`src/rtl/pipeline_pkg.sv`:
```
// Shared definitions for the instruction-memory boot loader: FSM state
// encoding and default parameter values.
package pipeline_pkg;

    typedef enum logic [1:0] {
        ST_LOAD = 2'd0,
        ST_HOLD = 2'd1,
        ST_RUN  = 2'd2
    } ldr_state_e;

    localparam int unsigned DEF_ADDR_W      = 32;
    localparam int unsigned DEF_DEPTH_LOG2  = 8;
    localparam int unsigned DEF_HOLD_CYCLES = 4;

    // Bits needed to hold the values 0 .. n-1 (at least one bit).
    function automatic int unsigned cnt_width(input int unsigned n);
        return (n < 2) ? 1 : $clog2(n);
    endfunction

endpackage

```
`src/rtl/hold_timer.sv`:
```
// Loadable down-counter: expire_o pulses while enabled and the count sits
// at zero, so a load value of N-1 yields an expire on the Nth enabled cycle.
module hold_timer #(
    parameter int unsigned W = 2
) (
    input  logic         clk,
    input  logic         rst_n,
    input  logic         load_i,
    input  logic [W-1:0] load_val_i,
    input  logic         en_i,
    output logic         expire_o
);

    logic [W-1:0] count_q;

    // Count register: load wins, otherwise decrement toward zero while enabled.
    always_ff @(posedge clk or negedge rst_n) begin
        if (!rst_n) begin
            count_q <= '0;
        end else if (load_i) begin
            count_q <= load_val_i;
        end else if (en_i && (count_q != '0)) begin
            count_q <= count_q - 1'b1;
        end
    end

    assign expire_o = en_i && (count_q == '0);

endmodule

```
`src/rtl/imem_boot_loader.sv`:
```
// Streams a program into instruction memory, holds the processor in reset
// for a fixed number of cycles after the last write, then releases it.
module imem_boot_loader
    import pipeline_pkg::*;
#(
    parameter int unsigned ADDR_W      = DEF_ADDR_W,
    parameter int unsigned DEPTH_LOG2  = DEF_DEPTH_LOG2,
    parameter int unsigned HOLD_CYCLES = DEF_HOLD_CYCLES
) (
    input  logic                  clk,
    input  logic                  reset,
    input  logic                  in_valid,
    input  logic [31:0]           in_data,
    input  logic                  in_last,
    output logic                  in_ready,
    input  logic                  reload,
    output logic                  imem_we,
    output logic [ADDR_W-1:0]     imem_addr,
    output logic [31:0]           imem_wdata,
    output logic [DEPTH_LOG2:0]   word_count,
    output logic                  cpu_reset,
    output logic                  done,
    output logic                  overflow
);

    localparam int unsigned TW = cnt_width(HOLD_CYCLES);
    localparam logic [DEPTH_LOG2:0] LAST_IDX = {1'b0, {DEPTH_LOG2{1'b1}}};

    ldr_state_e          state_q, state_d;
    logic [DEPTH_LOG2:0] count_q, count_d;
    logic                ovf_q, ovf_d;
    logic                we_q, we_d;
    logic [ADDR_W-1:0]   addr_q, addr_d;
    logic [31:0]         wdata_q, wdata_d;
    logic                cpu_rst_q, cpu_rst_d;
    logic                done_q, done_d;

    logic                accept;
    logic                at_end;
    logic                finish;
    logic                hold_expire;
    logic [ADDR_W-1:0]   word_addr;

    assign in_ready  = (state_q == ST_LOAD);
    assign accept    = in_valid && in_ready;
    // The final slot always terminates the load, marked or not.
    assign at_end    = (count_q == LAST_IDX);
    assign finish    = accept && (in_last || at_end);
    assign word_addr = ADDR_W'(count_q) << 2;

    hold_timer #(.W(TW)) u_hold_timer (
        .clk        (clk),
        .rst_n      (reset),
        .load_i     (finish),
        .load_val_i (TW'(HOLD_CYCLES - 1)),
        .en_i       (state_q == ST_HOLD),
        .expire_o   (hold_expire)
    );

    // Next-state, counter and registered-output decode.
    always_comb begin
        state_d   = state_q;
        count_d   = count_q;
        ovf_d     = ovf_q;
        we_d      = accept;
        addr_d    = accept ? word_addr : addr_q;
        wdata_d   = accept ? in_data : wdata_q;
        unique case (state_q)
            ST_LOAD: begin
                if (accept) begin
                    count_d = count_q + 1'b1;
                    if (at_end && !in_last) ovf_d = 1'b1;
                    if (finish) state_d = ST_HOLD;
                end
            end
            ST_HOLD: begin
                if (hold_expire) state_d = ST_RUN;
            end
            ST_RUN: begin
                if (reload) begin
                    state_d = ST_LOAD;
                    count_d = '0;
                    ovf_d   = 1'b0;
                end
            end
            default: state_d = ST_LOAD;
        endcase
        // Decoded from the next state so these flip on the same edge as the FSM.
        cpu_rst_d = (state_d != ST_RUN);
        done_d    = (state_d == ST_RUN);
    end

    // State and output registers.
    always_ff @(posedge clk or negedge reset) begin
        if (!reset) begin
            state_q   <= ST_LOAD;
            count_q   <= '0;
            ovf_q     <= 1'b0;
            we_q      <= 1'b0;
            addr_q    <= '0;
            wdata_q   <= '0;
            cpu_rst_q <= 1'b1;
            done_q    <= 1'b0;
        end else begin
            state_q   <= state_d;
            count_q   <= count_d;
            ovf_q     <= ovf_d;
            we_q      <= we_d;
            addr_q    <= addr_d;
            wdata_q   <= wdata_d;
            cpu_rst_q <= cpu_rst_d;
            done_q    <= done_d;
        end
    end

    assign imem_we    = we_q;
    assign imem_addr  = addr_q;
    assign imem_wdata = wdata_q;
    assign word_count = count_q;
    assign cpu_reset  = cpu_rst_q;
    assign done       = done_q;
    assign overflow   = ovf_q;

endmodule

```
`config.mk`:
```
export PLATFORM = sky130hd
export DESIGN_NAME = imem_boot_loader
export DESIGN_NICKNAME = d
export VERILOG_FILES = /design/src/rtl/pipeline_pkg.sv /design/src/rtl/hold_timer.sv /design/src/rtl/imem_boot_loader.sv
export SDC_FILE = /design/constraint.sdc
export NUM_CORES = 1
export LEC_CHECK = 0
export CAP_MARGIN = 40
export CORE_MARGIN = 1
export CORE_UTILIZATION = 43
export CTS_BUF_LIST = sky130_fd_sc_hd__clkbuf_4 sky130_fd_sc_hd__clkbuf_8
export DETAILED_ROUTE_END_ITERATION = 10
export GPL_ROUTABILITY_DRIVEN = 0
export GPL_TIMING_DRIVEN = 1
export PLACE_DENSITY = 0.82
export SLEW_MARGIN = 20
export SYNTH_ARGS = -nofsm -noshare
export SYNTH_HDL_FRONTEND = slang
export SYNTH_HIERARCHICAL = 1
export SYNTH_SLANG_ARGS = --single-unit
```
`constraint.sdc`:
```
create_clock -name clk -period 2.25 [get_ports clk]
set_input_delay 0.225 -clock clk [delete_from_list [all_inputs] [get_ports clk]]
set_output_delay 0.225 -clock clk [all_outputs]
set_load 0.02 [all_outputs]
```
# After elaboration in Yosys (flattened, before gate mapping)
# Index checks and enable logic that the tools add are counted.
# op_classes
add_sub_neg	2
multipliers	0
div_mod_pow	0
magnitude_cmp	0
n_eq_ne	8
shift	0
muxes	14
n_bitwise	0
n_reduce_logical	14
# ops
cell	count
$mux 9	2
$pmux 9 s2	1
$mux 2	6
$add 9x1->9 const B	1
$eq 9x8->1 const B	1
$pmux 2 s3	1
$reduce_bool 2->1	3
$logic_and 1x1->1	5
$eq 2x2->1 const B	2
$logic_not 2->1	2
$ne 2x1->1 const B	2
$ne 2x2->1 const B	2
$reduce_and 4->1	1
$mux 1	3
$reduce_and 3->1	1
$eq 2x1->1 const B	1
$pmux 1 s2	1
$sub 2x1->2 const B	1
$logic_not 1->1	1
$logic_or 1x1->1	1
# totals
regBits	58
latch_bits	0
mem_bits_rw	0
romBits	0
inputBits	37
output_inout_bits	78
word_cells	47
memories	0

# Logic depth before layout (Yosys ltp)
# logic_depth
depth_word	7
mapped_depth	8
mapped_depth_nobuf	8

# Modules after synthesis
# The synthesis kept the hierarchy.
# modules_own_cells
mod	n_inst	cells_each	area_each_um2	seq_area_each_um2
imem_boot_loader	1	263	2418.6	1402.6
hold_timer	1	14	137.6	50.0

# Worst setup path before layout
# No wires, ideal clock.
# synth_path
path_type	reg-to-reg
startpoint	register count_q[0] (netlist: word_count[0])
endpoint	register u_hold_timer.count_q[0]
setup_ps	80
t_arrival_ps	1871
required_ps	2170
setup_slack_ps	299
path_stages_with_launch	9
n_path_buf	0
period_less_slack_ps	1951
cell_sequence	dfrtp_1 -> ha_1 -> nand2_1 -> nor3_1 -> ha_1 -> nor2_1 -> nor2_1 -> or4b_1 -> o211ai_2
# synth_via
elab_chain_len	4
elab_cells_between_ends	5
classes_between	eq/ne (1); mux (1); reduce/logical (3)
# synth_lines
item	line_no	rtl
start: declaration	imem_boot_loader.sv:30	logic [DEPTH_LOG2:0] count_q, count_d;
start signal: assignment	imem_boot_loader.sv:106	count_q <= count_d;
$eq 9x8->1 *	imem_boot_loader.sv:47	assign at_end = (count_q == LAST_IDX);
$logic_or 1x1->1 *	imem_boot_loader.sv:48	assign finish = accept && (in_last || at_end);
$logic_and 1x1->1 *	imem_boot_loader.sv:48	
net finish	imem_boot_loader.sv:40	logic finish;
$mux 2 or $reduce_bool 2->1 (tied branches)	--	
end signal: assignment	hold_timer.sv:21	count_q <= load_val_i;
end signal: assignment	hold_timer.sv:23	count_q <= count_q - 1'b1;
end: declaration	hold_timer.sv:14	logic [W-1:0] count_q;
# Mark *: on every way through the listed nets, which the timed path passes. The rest lies on a longest branch.
# A chain may end at the register's enable or synchronous reset.

# Worst setup path after layout
# layout_path
startpoint	register count_q[0] (netlist: word_count[0])
endpoint	register u_hold_timer.count_q[1]
# Same word-level chain as after synthesis.

==> parameters.txt <==
Parameter                              Value

Placement
  PortBufs ... 91
  Detail Placement HPWL ... 3946 µm
  Worst setup timing slack at the placement stage ... -59.56 ps
  Placed Instances ... 434
  Total placed instance area ... 3457 µm²

Floorplanning
  Std cell rows ... 27
  Initial Util ... 45.58%
  Area enclosed by the die boundary ... 6257 µm²
  Number of I/O pins ... 115
  Area of the core ... 5608 µm²
  Y dimension of the die ... 79.10 µm
  Die W ... 79.10 µm

Route
  Iteration count of the initial detailed-routing pass ... 4
  Routed Wire Length ... 5572 µm
  Routed via count divided by cell count ... 4.588
  Initial DRC Count ... 168
  DRC viols ... 0
  Wire length per cell ... 12.35 µm
  Via count of the routed design ... 2069
  Antenna-violating nets left ... 0

Run status
  Status ... finished, final reports clean

Clocking
  Root Buffer ... sky130_fd_sc_hd__clkbuf_8
  Number of setup buffers added after CTS ... 0
  CTS Buf Count ... 9
  Htree depth ... 3
  Clock transition at the registers of the reported paths ... 60 ps
  Skew-Pair Late Insertion Delay ... 330 ps
  Number of sinks driven by the clock tree ... 58
  TritonCTS clock tree ... built
  Buffer depth of the longest clock path ... 2

Synthesis
  Number of unique standard cell types used by synthesis ... 37
  Main area contributors after synthesis ... sky130_fd_sc_hd__dfrtp_1 (56%), sky130_fd_sc_hd__nand2_1 (19%), sky130_fd_sc_hd__buf_4 (6.8%)
  Most used flip-flop cell after synthesis ... sky130_fd_sc_hd__dfrtp_1
  Number of synthesized register bits ... 58
  Number of standard cells after synthesis ... 277
  Top-area cell type share of the netlist area ... 55.80%
  Cell accounting for the most synthesized area ... sky130_fd_sc_hd__dfrtp_1
  Average cell area after synthesis ... 9.228 µm²
  Ys async rst share ... 100.0%
  Sequential-to-total area share from yosys stat ... 56.83%
  YS warnings ... 6
  Post-synth EDFFs ... 0
  List of most frequent post-synthesis cells ... sky130_fd_sc_hd__nand2_1 (128), sky130_fd_sc_hd__dfrtp_1 (57), sky130_fd_sc_hd__buf_4 (23)
  Cell with the most instances after synthesis ... sky130_fd_sc_hd__nand2_1
  Synthesized area ... 2556 µm²

Timing
  Slack of the critical path ... 217.0 ps
  Slew @ Worst Pin ... 678.3 ps
  WHS ... 421.0 ps
  Tcrit/Tclk final ... 90.36%
  Post-layout min period ... 2033 ps
  Number of setup violations in the final report ... 0
  Worst Skew ... 9.184 ps
  Worst-case headroom to the max-slew limit ... 54.78%
  Unrepaired setup endpoints after global routing ... no
  Final number of hold-violating endpoints ... 0
  Peak Freq ... 491.9 MHz
  Number of pins exceeding their max-slew limit in the final report ... 0

Global routing
  Number of global-route vias before repair ... 2029
  Sum of overflow across all layers after global routing ... 0
  Maximum number of pins on one net before global-route repair ... 56
  Number of antenna violations at the first check in global routing ... 0
  Global-route wire length before repair ... 9308 µm
  Aggregate global-route resource usage ... 19.68%

Hold path
  Hold Path Class ... primary input to flop

Finish
  Inserted Diodes ... 0
  Area growth, synth to finish ... 43.81%
  Post-route core utilization ... 65.55%
  Number of nets in the layout ... 414
  Post-route design area ... 3676 µm²
  Fraction of layout cells with a size suffix above 1 ... 7.124%
  Finished Layout Cells ... 451

Job
  Max-cap check violation count ... 0

Pwr
  LEAKAGE ... 1.785 nW
  IR drop worst, VDD ... 0.0007032 V
  Pwr per Cell Area ... 1480 nW/µm²

Critical path
  Crit path capture type ... flop
  Worst Path Required ... 2450 ps
  CP max stage cell ... sky130_fd_sc_hd__or4b_1
  Delay of the slowest cell on the worst path ... 490 ps
  Critical-path maximum fanout ... 6
  Type of the setup path with the least slack ... flop to flop
  Arrival time at the worst endpoint ... 2230 ps
  Chain of cells forming the critical path ... ha_1 > nand2_1 > nor3_1 > ha_1 > nor2_1 > nor2_1 > or4b_1 > o311ai_0
  Critical path launch point type ... flop
  Buffer and inverter count on the worst path ... 0
  Family with the most delay on the worst path ... simple AND/OR/NAND/NOR gates
==> cell type report <==
class,count,area [µm²]
Clock inverter,2,35.03
Timing Repair Buffer,96,958.4
Inverter,7,26.28
Clock buffer,14,173.9
Multi-Input combinational cell,202,939.7
Fill cell,469,1932
Sequential cell,58,1453
Tap cell,72,90.09
==> logic make-up after synthesis <==
logic type                 share of synthesized area, %
and+or+nand+nor                                   24.87
DFF                                               56.83
buffers and inverters                             9.789
AOI/OAI and AO/OA                                 5.140
muxes                                             1.615
adders and majority gates                         1.469
other                                            0.2938
==> path summary, 6_finish.rpt <==
path	startpoint	end	slack (ps)	cells after the start
worst max-delay path	word_count[0]	u_hold_timer/count_q[1]	220	8
worst min-delay path	in_data[14]	imem_wdata[14]	420	3
worst max register to register	word_count[0]	u_hold_timer/count_q[1]	220	8
worst min register to register	imem_wdata[20]	imem_wdata[20]	470	2
max in group asynchronous	reset	cpu_reset	1120	3
min in group asynchronous	reset	imem_addr[5]	460	2
==> metrics by stage <==
stage          TNS [ps]  power [W]
6_report              0   0.005442
5_1_grt               0   0.005825
4_1_cts               0   0.005502
3_5_place_dp     -87.07   0.004497
3_3_place_gp          0   0.004408
2_1_floorplan         0   0.003285
==> state kept, by name (all words and copies together) (netlist names) <==
register              count
imem_addr                 9
word_count                9
imem_wdata               32
overflow                  1
done                      1
cpu_reset                 1
u_hold_timer/count_q      2
imem_we                   1
state_q                   2
==> worst reg2reg max path, delay by kind of cell (launching register included) <==
kind                     cells  cell delay [ps]
AND/OR/NAND/NOR              5              890
adder cells (fa/ha/maj)      2              470
flip-flops                   1              440
AO/OA/AOI/OAI                1              110
==> cell usage in the layout (no fill, tap or decap), types with 2 or more instances in the layout <==
master,instances
sky130_fd_sc_hd__conb_1,25
sky130_fd_sc_hd__clkbuf_4,3
sky130_fd_sc_hd__or3_1,2
sky130_fd_sc_hd__clkbuf_8,11
sky130_fd_sc_hd__nand2_1,128
sky130_fd_sc_hd__or4b_1,2
sky130_fd_sc_hd__inv_1,6
sky130_fd_sc_hd__buf_4,3
sky130_fd_sc_hd__nor3_1,2
sky130_fd_sc_hd__nand3_1,3
sky130_fd_sc_hd__ha_1,3
sky130_fd_sc_hd__clkdlybuf4s50_1,90
sky130_fd_sc_hd__a21oi_1,2
sky130_fd_sc_hd__nor2b_1,2
sky130_fd_sc_hd__dfrtp_1,57
sky130_fd_sc_hd__nor2_1,5
sky130_fd_sc_hd__o21ai_0,8
sky130_fd_sc_hd__mux2i_1,3
==> where the power goes <==
| part | total, W | switching [W] | internal [W] |
|---|---|---|---|
| logic | 0.00258 | 0.00140 | 0.00118 |
| registers | 0.00187 | 0.000337 | 0.00154 |
| clock network | 0.000983 | 0.000376 | 0.000608 |
| total | 0.00544 | 0.00212 | 0.00333 |
==> routing by layer <==
metal	vias up	global-route usage [%]	share of wire (%)
met5	-	0	0
met4	0	9.273	1.6
li1	1021	-	-
met2	76	31.98	48
met3	9	5.747	6.4
met1	963	24.00	44
==> repair_timing <==
item / 4_1_cts / 5_1_grt
endpoints found under the hold margin: 29 / 0
resized for setup: 0 / 0
hold buffers: 1 / 0
setup endpoints to repair: 0 / 0
Power figures use the tool's default switching activity.
